## config.mk

```make
export PLATFORM = sky130hd
export DESIGN_NAME = vi_wb_buf
export DESIGN_NICKNAME = d
export VERILOG_FILES = /design/src/rtl/vi_wb_buf.sv
export SDC_FILE = /design/constraint.sdc
export NUM_CORES = 1
export LEC_CHECK = 0
export ABC_CLOCK_PERIOD_IN_PS = 6000
export CORE_ASPECT_RATIO = 1.2
export CORE_UTILIZATION = 57
export DETAILED_ROUTE_END_ITERATION = 6
export GPL_TIMING_DRIVEN = 0
export PLACE_DENSITY = 0.81
export SETUP_SLACK_MARGIN = 0.5
export SLEW_MARGIN = 20
export SYNTH_ARGS = -nofsm -noshare
export SYNTH_HDL_FRONTEND = slang
export SYNTH_SLANG_ARGS = --single-unit
```

## constraint.sdc

```tcl
create_clock -name clk -period 6 [get_ports clk]
set_clock_uncertainty 0.15 [all_clocks]
set_input_delay 1.8 -clock clk [delete_from_list [all_inputs] [get_ports clk]]
set_output_delay 1.8 -clock clk [all_outputs]
set_load 0.01 [all_outputs]
```

## src/rtl/vi_wb_buf.sv

```systemverilog
// Register-file writeback buffer: circular FIFO with a hazard lookup port.
// Define VI_WBBUF_FORWARD_EN to drive chk_data_o with the youngest matching entry's data.
module vi_wb_buf #(
  parameter int REG_DW = 32,
  parameter int REG_AW = 5,
  parameter int DEPTH  = 4
) (
  input  logic                       clk,
  input  logic                       rst,
  input  logic                       in_valid_i,
  output logic                       in_ready_o,
  input  logic [REG_AW-1:0]          in_addr_i,
  input  logic [REG_DW-1:0]          in_data_i,
  input  logic                       wb_stall_i,
  input  logic                       flush_i,
  output logic                       wb_en_o,
  output logic [REG_AW-1:0]          wb_addr_o,
  output logic [REG_DW-1:0]          wb_data_o,
  input  logic [REG_AW-1:0]          chk_addr_i,
  output logic                       chk_hit_o,
  output logic [REG_DW-1:0]          chk_data_o,
  output logic [$clog2(DEPTH):0]     count_o
);

  localparam int PW = $clog2(DEPTH);
  localparam int CW = PW + 1;

  logic [REG_AW-1:0] r_addr [DEPTH];
  logic [REG_DW-1:0] r_data [DEPTH];
  logic [PW-1:0]     r_wptr;
  logic [PW-1:0]     r_rptr;
  logic [CW-1:0]     r_count;

  logic w_empty;
  logic w_push;
  logic w_pop;
  logic w_hit;

  assign w_empty    = (r_count == '0);
  assign in_ready_o = (r_count < CW'(DEPTH));
  // x0 writes complete the handshake but are never stored.
  assign w_push     = in_valid_i && in_ready_o && !flush_i && (in_addr_i != '0);
  assign wb_en_o    = !w_empty && !wb_stall_i && !flush_i;
  assign w_pop      = wb_en_o;
  assign wb_addr_o  = w_empty ? '0 : r_addr[r_rptr];
  assign wb_data_o  = w_empty ? '0 : r_data[r_rptr];
  assign count_o    = r_count;

  // Pointers are power-of-two wide, so increment wraps DEPTH-1 -> 0 naturally.
  always_ff @(posedge clk or posedge rst) begin
    if (rst) begin
      r_wptr  <= '0;
      r_rptr  <= '0;
      r_count <= '0;
    end else if (flush_i) begin
      r_wptr  <= '0;
      r_rptr  <= '0;
      r_count <= '0;
    end else begin
      if (w_push) r_wptr <= r_wptr + PW'(1);
      if (w_pop)  r_rptr <= r_rptr + PW'(1);
      case ({w_push, w_pop})
        2'b10:   r_count <= r_count + CW'(1);
        2'b01:   r_count <= r_count - CW'(1);
        default: r_count <= r_count;
      endcase
    end
  end

  // NOTE: entry storage is not reset; validity comes solely from pointers and count.
  always_ff @(posedge clk) begin
    if (w_push) begin
      r_addr[r_wptr] <= in_addr_i;
      r_data[r_wptr] <= in_data_i;
    end
  end

`ifdef VI_WBBUF_FORWARD_EN
  logic [REG_DW-1:0] w_fwd;
`endif

  // NOTE: every comb output gets a default before the loop so no latch is inferred.
  always_comb begin
    w_hit = 1'b0;
`ifdef VI_WBBUF_FORWARD_EN
    w_fwd = '0;
`endif
    // Walk oldest to youngest so the last match wins as the forwarded value.
    for (int k = 0; k < DEPTH; k++) begin
      logic [PW-1:0] idx;
      idx = r_rptr + PW'(k);
      if ((CW'(k) < r_count) && (chk_addr_i != '0) && (r_addr[idx] == chk_addr_i)) begin
        w_hit = 1'b1;
`ifdef VI_WBBUF_FORWARD_EN
        w_fwd = r_data[idx];
`endif
      end
    end
  end

  assign chk_hit_o = w_hit;
`ifdef VI_WBBUF_FORWARD_EN
  assign chk_data_o = w_fwd;
`else
  assign chk_data_o = '0;
`endif

endmodule
```

==> flow_summary.json, run 1 <==
{
  "start_util_pct": 58.4,
  "tightestPinTransition_ps": 758,
  "ctsRootBufferMaster": "clkbuf_16",
  "ant_nets": 0,
  "crit_path_top_delay_cell": "or4_4",
  "powerDensity_nw_per_um2": 408,
  "grt_pass1_vias": 3918,
  "r2r_end": "r_data[3][2]",
  "cpPeakStageDelay_ps": 520,
  "area_delta_synth_final_pct": 26.7,
  "synth_ff_type": "edfxtp_1",
  "peakVddDrop_v": 0.000284,
  "dr.pass1.iters": 4,
  "final_cells": 713,
  "finalWirelength_mm": 13.2,
  "drc": 0,
  "drive_gt1_share_pct": 24.1,
  "postLayoutCellArea_um2": 8910,
  "antenna_found_initial": 0,
  "cts_max_path_buffers": 2,
  "diodes": 0,
  "cp_top_family": "simple AND/OR/NAND/NOR gates",
  "synth_edf_count": 148,
  "synth_area_um2": 7040,
  "synth_cells": 402,
  "maxCapViolations": 0,
  "clk_latency_ps": 410,
  "wire_per_inst_um": 18.5,
  "finalCriticalPeriod_ps": 5360,
  "leakage_nw": 3.03,
  "cp_max_fo": 5,
  "postSynthAreaPerCell_um2": 17.5,
  "die_w_um": 103,
  "placed_area_um2": 8320,
  "ys_types": 34,
  "maxSlewHeadroom_pct": 49.4,
  "hold_end": "r_wptr[0]",
  "timing.rr.start": "count_o[2]",
  "nNetsFinal": 595,
  "grt_start_max_net_pins": 22,
  "path_cells": "buf_4 -> or4_4 -> nor2_4 -> nor2_1 -> mux2i_1 -> nor4_1 -> or4_1 -> buf_2",
  "grt_pass1_wl_mm": 20.0,
  "synth.top_cell.area_share_pct": 63.2,
  "port_buffers": 83,
  "rsz0062_at_grt": "false",
  "hp-start": "r_wptr[0]",
  "vias": 3849,
  "path_class": "input port to primary output",
  "async_reset_ff_share_pct": 4.52,
  "rrSetupSlack_ps": 3710,
  "cp.required_ps": 4050,
  "r2r_cells": 5,
  "crit_arrival_ps": 3410,
  "holdPathStages": 1,
  "grt_overflow": 0,
  "worst_hold_slack_ps": 461,
  "yosys_register_bits": 155,
  "fin_ws_ps": 638,
  "dieHeight_um": 124,
  "drt_iter0_drc": 194,
  "io_pins": 122,
  "fin_tns_setup_ps": 0,
  "finalCritPeriodShare_pct": 89.4,
  "grt_use_total_pct": 22.2,
  "pre_cts_slack_ps": 154,
  "synth-seq-area-share_pct": 65.7,
  "fmax_mhz": 187,
  "slew_violations": 0,
  "synthTopCellsByArea": "edfxtp_1 63%, mux4_2 13%, buf_4 4.2%",
  "dp_hpwl_mm": 8.92,
  "crit_buf_inv": 2,
  "finalHoldViolCount": 0,
  "core-area_um2": 12100,
  "place_congestion": 0.838,
  "viasPerCell": 5.40,
  "synth_largest_area_cell": "edfxtp_1",
  "worst_setup_path_end_kind": "primary output",
  "crit_path_start": "chk_addr_i[2]",
  "cp-start-kind": "input port",
  "fillers": 758,
  "cts_tree": "done",
  "row_count": 44,
  "clock_sinks": 155,
  "path_clk_slew_ps": 60,
  "die_area_um2": 12800,
  "placedCellCount": 681,
  "cts_buffers": 17,
  "yosys_warnings": 0,
  "hp-class": "flop to flop",
  "finalSetupViolCount": 0,
  "outcome": "finished, final reports clean",
  "htree_levels": 4
}
-- how the worst max path moves through the flow --
stage,end,slack (ps),cells after the start
floorplan,chk_hit_o,690,7
global placement,r_data[2][17],-350,5
detailed placement,chk_hit_o,150,8
CTS,chk_hit_o,510,8
global route,chk_hit_o,590,7
finish,chk_hit_o,640,8
-- report_power, final --
part / switching, mW / leakage, nW / internal [mW] / total [mW]
sequential: 0.0417 / 1.44 / 1.27 / 1.31
combinational: 0.596 / 1.31 / 0.673 / 1.27
clock: 0.405 / 0.281 / 0.652 / 1.06
-- cell type report --
class | count | area [µm²] | share of cell area, %
plain buffers | 55 | 397 | 4.45
clock buffers | 17 | 425 | 4.77
clock inverters | 14 | 169 | 1.90
inverters | 11 | 41.3 | 0.463
multi-input cells | 212 | 2120 | 23.8
flip-flops and latches | 155 | 4620 | 51.8
well taps | 161 | 201 | 2.26
repair buffers | 88 | 936 | 10.5
-- flip-flops by register name, summed over array words and instances (netlist names) --
name     count
r_data     128
r_addr      20
count_o      3
r_rptr       2
r_wptr       2
-- cell families (layout without fill, tap and decap cells) --
family                     Yosys count  after routing  synth area share [%]
buffers and inverters               66            185                  6.22
AOI/OAI and AO/OA                   12             12                  1.24
other                                1             32                0.0533
adders and majority gates            8              8                  1.42
and+or+nand+nor                     68             68                  5.58
DFF                                155            155                  65.7
xor gates and xnor gates            26             26                  3.24
muxes                               66             66                  16.6
-- what timing repair did --
| action | CTS | global route |
|---|---|---|
| setup endpoints to repair | 1 | 1 |
| hold buffers | 0 | 0 |
| pin swaps | 1 | 1 |
| setup buffers | 1 | 0 |
| resized for setup | 4 | 0 |
-- metal layers --
layer  track usage (%)  wire [µm]  part of all wire, %
met5                 0          0                    0
met3              5.56        842                  6.4
met2              39.0       7060                   53
met4              8.71        236                  1.8
met1              26.1       5090                   38
-- per-stage QoR --
stage,power (mW),util [%]
after CTS,3.68,73.9
after global routing,3.80,73.9
after detailed placement,2.61,69.0
final,3.64,73.9
after floorplan,2.09,-
after global placement,2.58,67.9
-- synthesized netlist by cell type, types with 5 or more instances --
| library cell | n |
|---|---|
| edfxtp_1 | 148 |
| ha_1 | 8 |
| buf_4 | 39 |
| mux4_2 | 40 |
| mux2i_1 | 22 |
| xor2_1 | 7 |
| nor2b_1 | 35 |
| clkbuf_1 | 5 |
| nor2_1 | 16 |
| xnor2_1 | 19 |
| inv_1 | 11 |
| dfrtp_1 | 7 |
-- cell usage in the layout (no fill, tap or decap), drive strengths merged, types with 4 or more instances in the layout --
cell type	instances
clkbuf	23
nor2b	35
mux2	4
edfxtp	148
clkinv	5
xor2	7
xnor2	19
nor2	17
conb	32
clkdlybuf4s50	82
mux2i	22
buf	55
ha	8
inv	14
mux4	40
nor4	4
dfrtp	7
-- worst register-to-register path, stage by stage, from the launching register on --
cell	delay, ps
dfrtp_1	480
nor2_1	120
o211ai_1	130
buf_2	250
nor2_4	620
buf_16	250
No activity file was read; power rests on OpenSTA's default activity.
==> run 2: changes to the inputs <==
Settings changed: ABC_AREA set to 1.
==> run 2 against run 1 <==
Compared with the run above: maximum frequency grew 0.53%; global-route usage grew 4.6 points; clock-buffer cell count is the same; critical endpoint unchanged; die area grew 1.4%; combinational power grew 6%.
==> flow_summary.json, run 2 <==
{
  "crit_cells": 12,
  "antenna_found_initial": 0,
  "powerDensity_nw_per_um2": 408,
  "cp.required_ps": 4050,
  "row_count": 44,
  "port_buffers": 89,
  "nNetsFinal": 841,
  "yosys_warnings": 0,
  "outcome": "finished, final reports clean",
  "dr.pass1.iters": 5,
  "maxCapViolations": 0,
  "finalWirelength_mm": 16.9,
  "synthTopCellsByArea": "edfxtp_1 62%, nand2_1 8.1%, nand3_1 7.4%",
  "finalPower_mw": 3.70,
  "ys_types": 34,
  "peakVddDrop_v": 0.000269,
  "viasPerCell": 5.67,
  "drt_iter0_drc": 449,
  "io_pins": 122,
  "ctsRootBufferMaster": "clkbuf_16",
  "maxSlewHeadroom_pct": 50.6,
  "start_util_pct": 58.6,
  "path_clk_slew_ps": 70,
  "cpPeakStageDelay_ps": 520,
  "die_w_um": 104,
  "slew_violations": 0,
  "tightestPinTransition_ps": 739,
  "cts_hold_buffers": 0,
  "crit_arrival_ps": 3380,
  "cp_max_fo": 7,
  "place_congestion": 0.848,
  "synth_most_common_cell": "nand2_1",
  "wire_per_inst_um": 17.6,
  "cp-start-kind": "input port",
  "final_common_cell": "nand2_1",
  "finalCritPeriodShare_pct": 88.9,
  "crit_top_cell": "nand2_1",
  "crit_buf_inv": 5,
  "path_class": "input port to primary output",
  "synth_edf_count": 148,
  "synth_cells": 643,
  "core-area_um2": 12200,
  "finalHoldViolCount": 0,
  "grt_pass1_wl_mm": 26.5,
  "finalCriticalPeriod_ps": 5330,
  "path_cells": "clkdlybuf4s15_1 -> inv_1 -> nand4_1 -> nand2_1 -> inv_1 -> nand2_1 -> nor2_1 -> nand3_1 -> nand2_1 -> inv_1 -> nand2_1 -> clkdlybuf4s50_1",
  "synth_ff_type": "edfxtp_1",
  "synth.top_cell.area_share_pct": 62.3,
  "dieHeight_um": 125,
  "drive_gt1_share_pct": 13.3,
  "cts_tree": "done",
  "htree_levels": 4,
  "hp-class": "flop to flop",
  "fillers": 845,
  "grt_use_total_pct": 26.8,
  "leakage_nw": 3.51,
  "area_delta_synth_final_pct": 26.9,
  "clk_latency_ps": 420,
  "ant_nets": 0,
  "vias": 5442,
  "grt_start_max_net_pins": 23,
  "holdPathStages": 2,
  "r2r_cells": 7,
  "synth-seq-area-share_pct": 64.8,
  "layout_common_cells": "153 x nand2_1, 148 x edfxtp_1, 106 x nand3_1, 84 x clkdlybuf4s50_1, 43 x buf_4",
  "async_reset_ff_share_pct": 4.52,
  "yosys_register_bits": 155,
  "synth_common_cells": "153 x nand2_1, 148 x edfxtp_1, 106 x nand3_1",
  "cts_max_path_buffers": 2,
  "cp_top_family": "buffers and inverters",
  "rsz0062_at_grt": "false",
  "fmax_mhz": 187,
  "synth_area_um2": 7130,
  "grt_pass1_vias": 5356,
  "dp_hpwl_mm": 10.9,
  "clock_sinks": 155,
  "die_area_um2": 13000,
  "crit_path_top_delay_cell": "clkdlybuf4s50_1",
  "placedCellCount": 928,
  "finalSetupViolCount": 0,
  "grt_overflow": 0,
  "synth_largest_area_cell": "edfxtp_1",
  "final_cells": 960,
  "diodes": 0,
  "largest_register_ffs": 128,
  "worst_setup_path_end_kind": "primary output",
  "drc": 0,
  "top_register": "r_data",
  "cts_buffers": 17,
  "postSynthAreaPerCell_um2": 11.1
}
## run 2: cell types whose count changed after synthesis, moves of 22 or more
cell     before  now
nand3_1       0  106
nand2_1       2  153
mux4_2       40    0
mux2i_1      22    0
a22oi_1       0   32
nor2b_1      35    0
a31oi_1       2   32
## run 2: final cells by class
cell class	count	area (µm²)	area share (%)
Clock inverter	15	163	1.80
Sequential cell	155	4620	51.0
Multi-Input combinational cell	417	2100	23.2
Clock buffer	17	425	4.70
Buffer	67	430	4.76
Inverter	35	134	1.48
Timing Repair Buffer	93	981	10.8
Tap cell	161	201	2.23
## run 2: path summary, 6_finish.rpt
check                                    from      endpoint  slack [ps]
worst max-delay path            chk_addr_i[2]     chk_hit_o         670
max in group asynchronous                 rst    count_o[0]        4010
worst min-delay path                r_wptr[1]     r_wptr[1]         500
worst max register to register     count_o[2]  r_addr[1][2]        3650
min in group asynchronous                 rst     r_rptr[1]        1460
worst min register to register      r_wptr[1]     r_wptr[1]         500
## run 2: logic make-up (layout without fill, tap and decap cells)
logic type / Yosys count / count (layout) / share of synthesized area [%]
xor gates and xnor gates: 2 / 2 / 0.246
DFF: 155 / 155 / 64.8
buffers and inverters: 102 / 227 / 7.91
other: 1 / 32 / 0.0526
adders and majority gates: 8 / 8 / 1.40
muxes: 1 / 1 / 0.158
and+or+nand+nor: 293 / 293 / 18.0
AOI/OAI and AO/OA: 81 / 81 / 7.51
## run 2: through the flow
step / util (%) / worst slack [ps] / area [µm²] / TNS (ps) / hold slack, ps
2_1_floorplan: - / 1600 / 7250 / 0 / 429
3_3_place_gp: 68.6 / -79.1 / 8340 / -7870 / 451
3_5_place_dp: 69.6 / 381 / 8470 / 0 / 492
4_1_cts: 74.4 / 643 / 9050 / 0 / 501
5_1_grt: 74.4 / 525 / 9050 / 0 / 550
6_report: 74.4 / 666 / 9050 / 0 / 499
## run 2: power by group
part	total [mW]	internal [mW]	switching (mW)
registers	1.29	1.26	0.0271
clock network	1.06	0.620	0.444
logic	1.34	0.547	0.793
total	3.70	2.43	1.26
## run 2: per-layer routing
metal  track usage (%)  vias up  share of wire, %
li1                  -     2521                 -
met1              32.4     2584                39
met2              46.7      303                52
met3              4.76       34               7.5
met4              12.3        0               1.8
met5                 0        -                 0
## run 2: repair_timing
| action | 4_1_cts | 5_1_grt |
|---|---|---|
| endpoints found under the setup margin | 1 | 1 |
| hold endpoints to repair | 0 | 0 |
| pin swaps | 0 | 0 |
| resized for setup | 6 | 1 |
| setup buffers | 0 | 0 |
## run 2: worst min-delay path, stage by stage, from the launching register on
cell     delay, ps
dfrtp_1        400
inv_1          100
o21ai_0        100
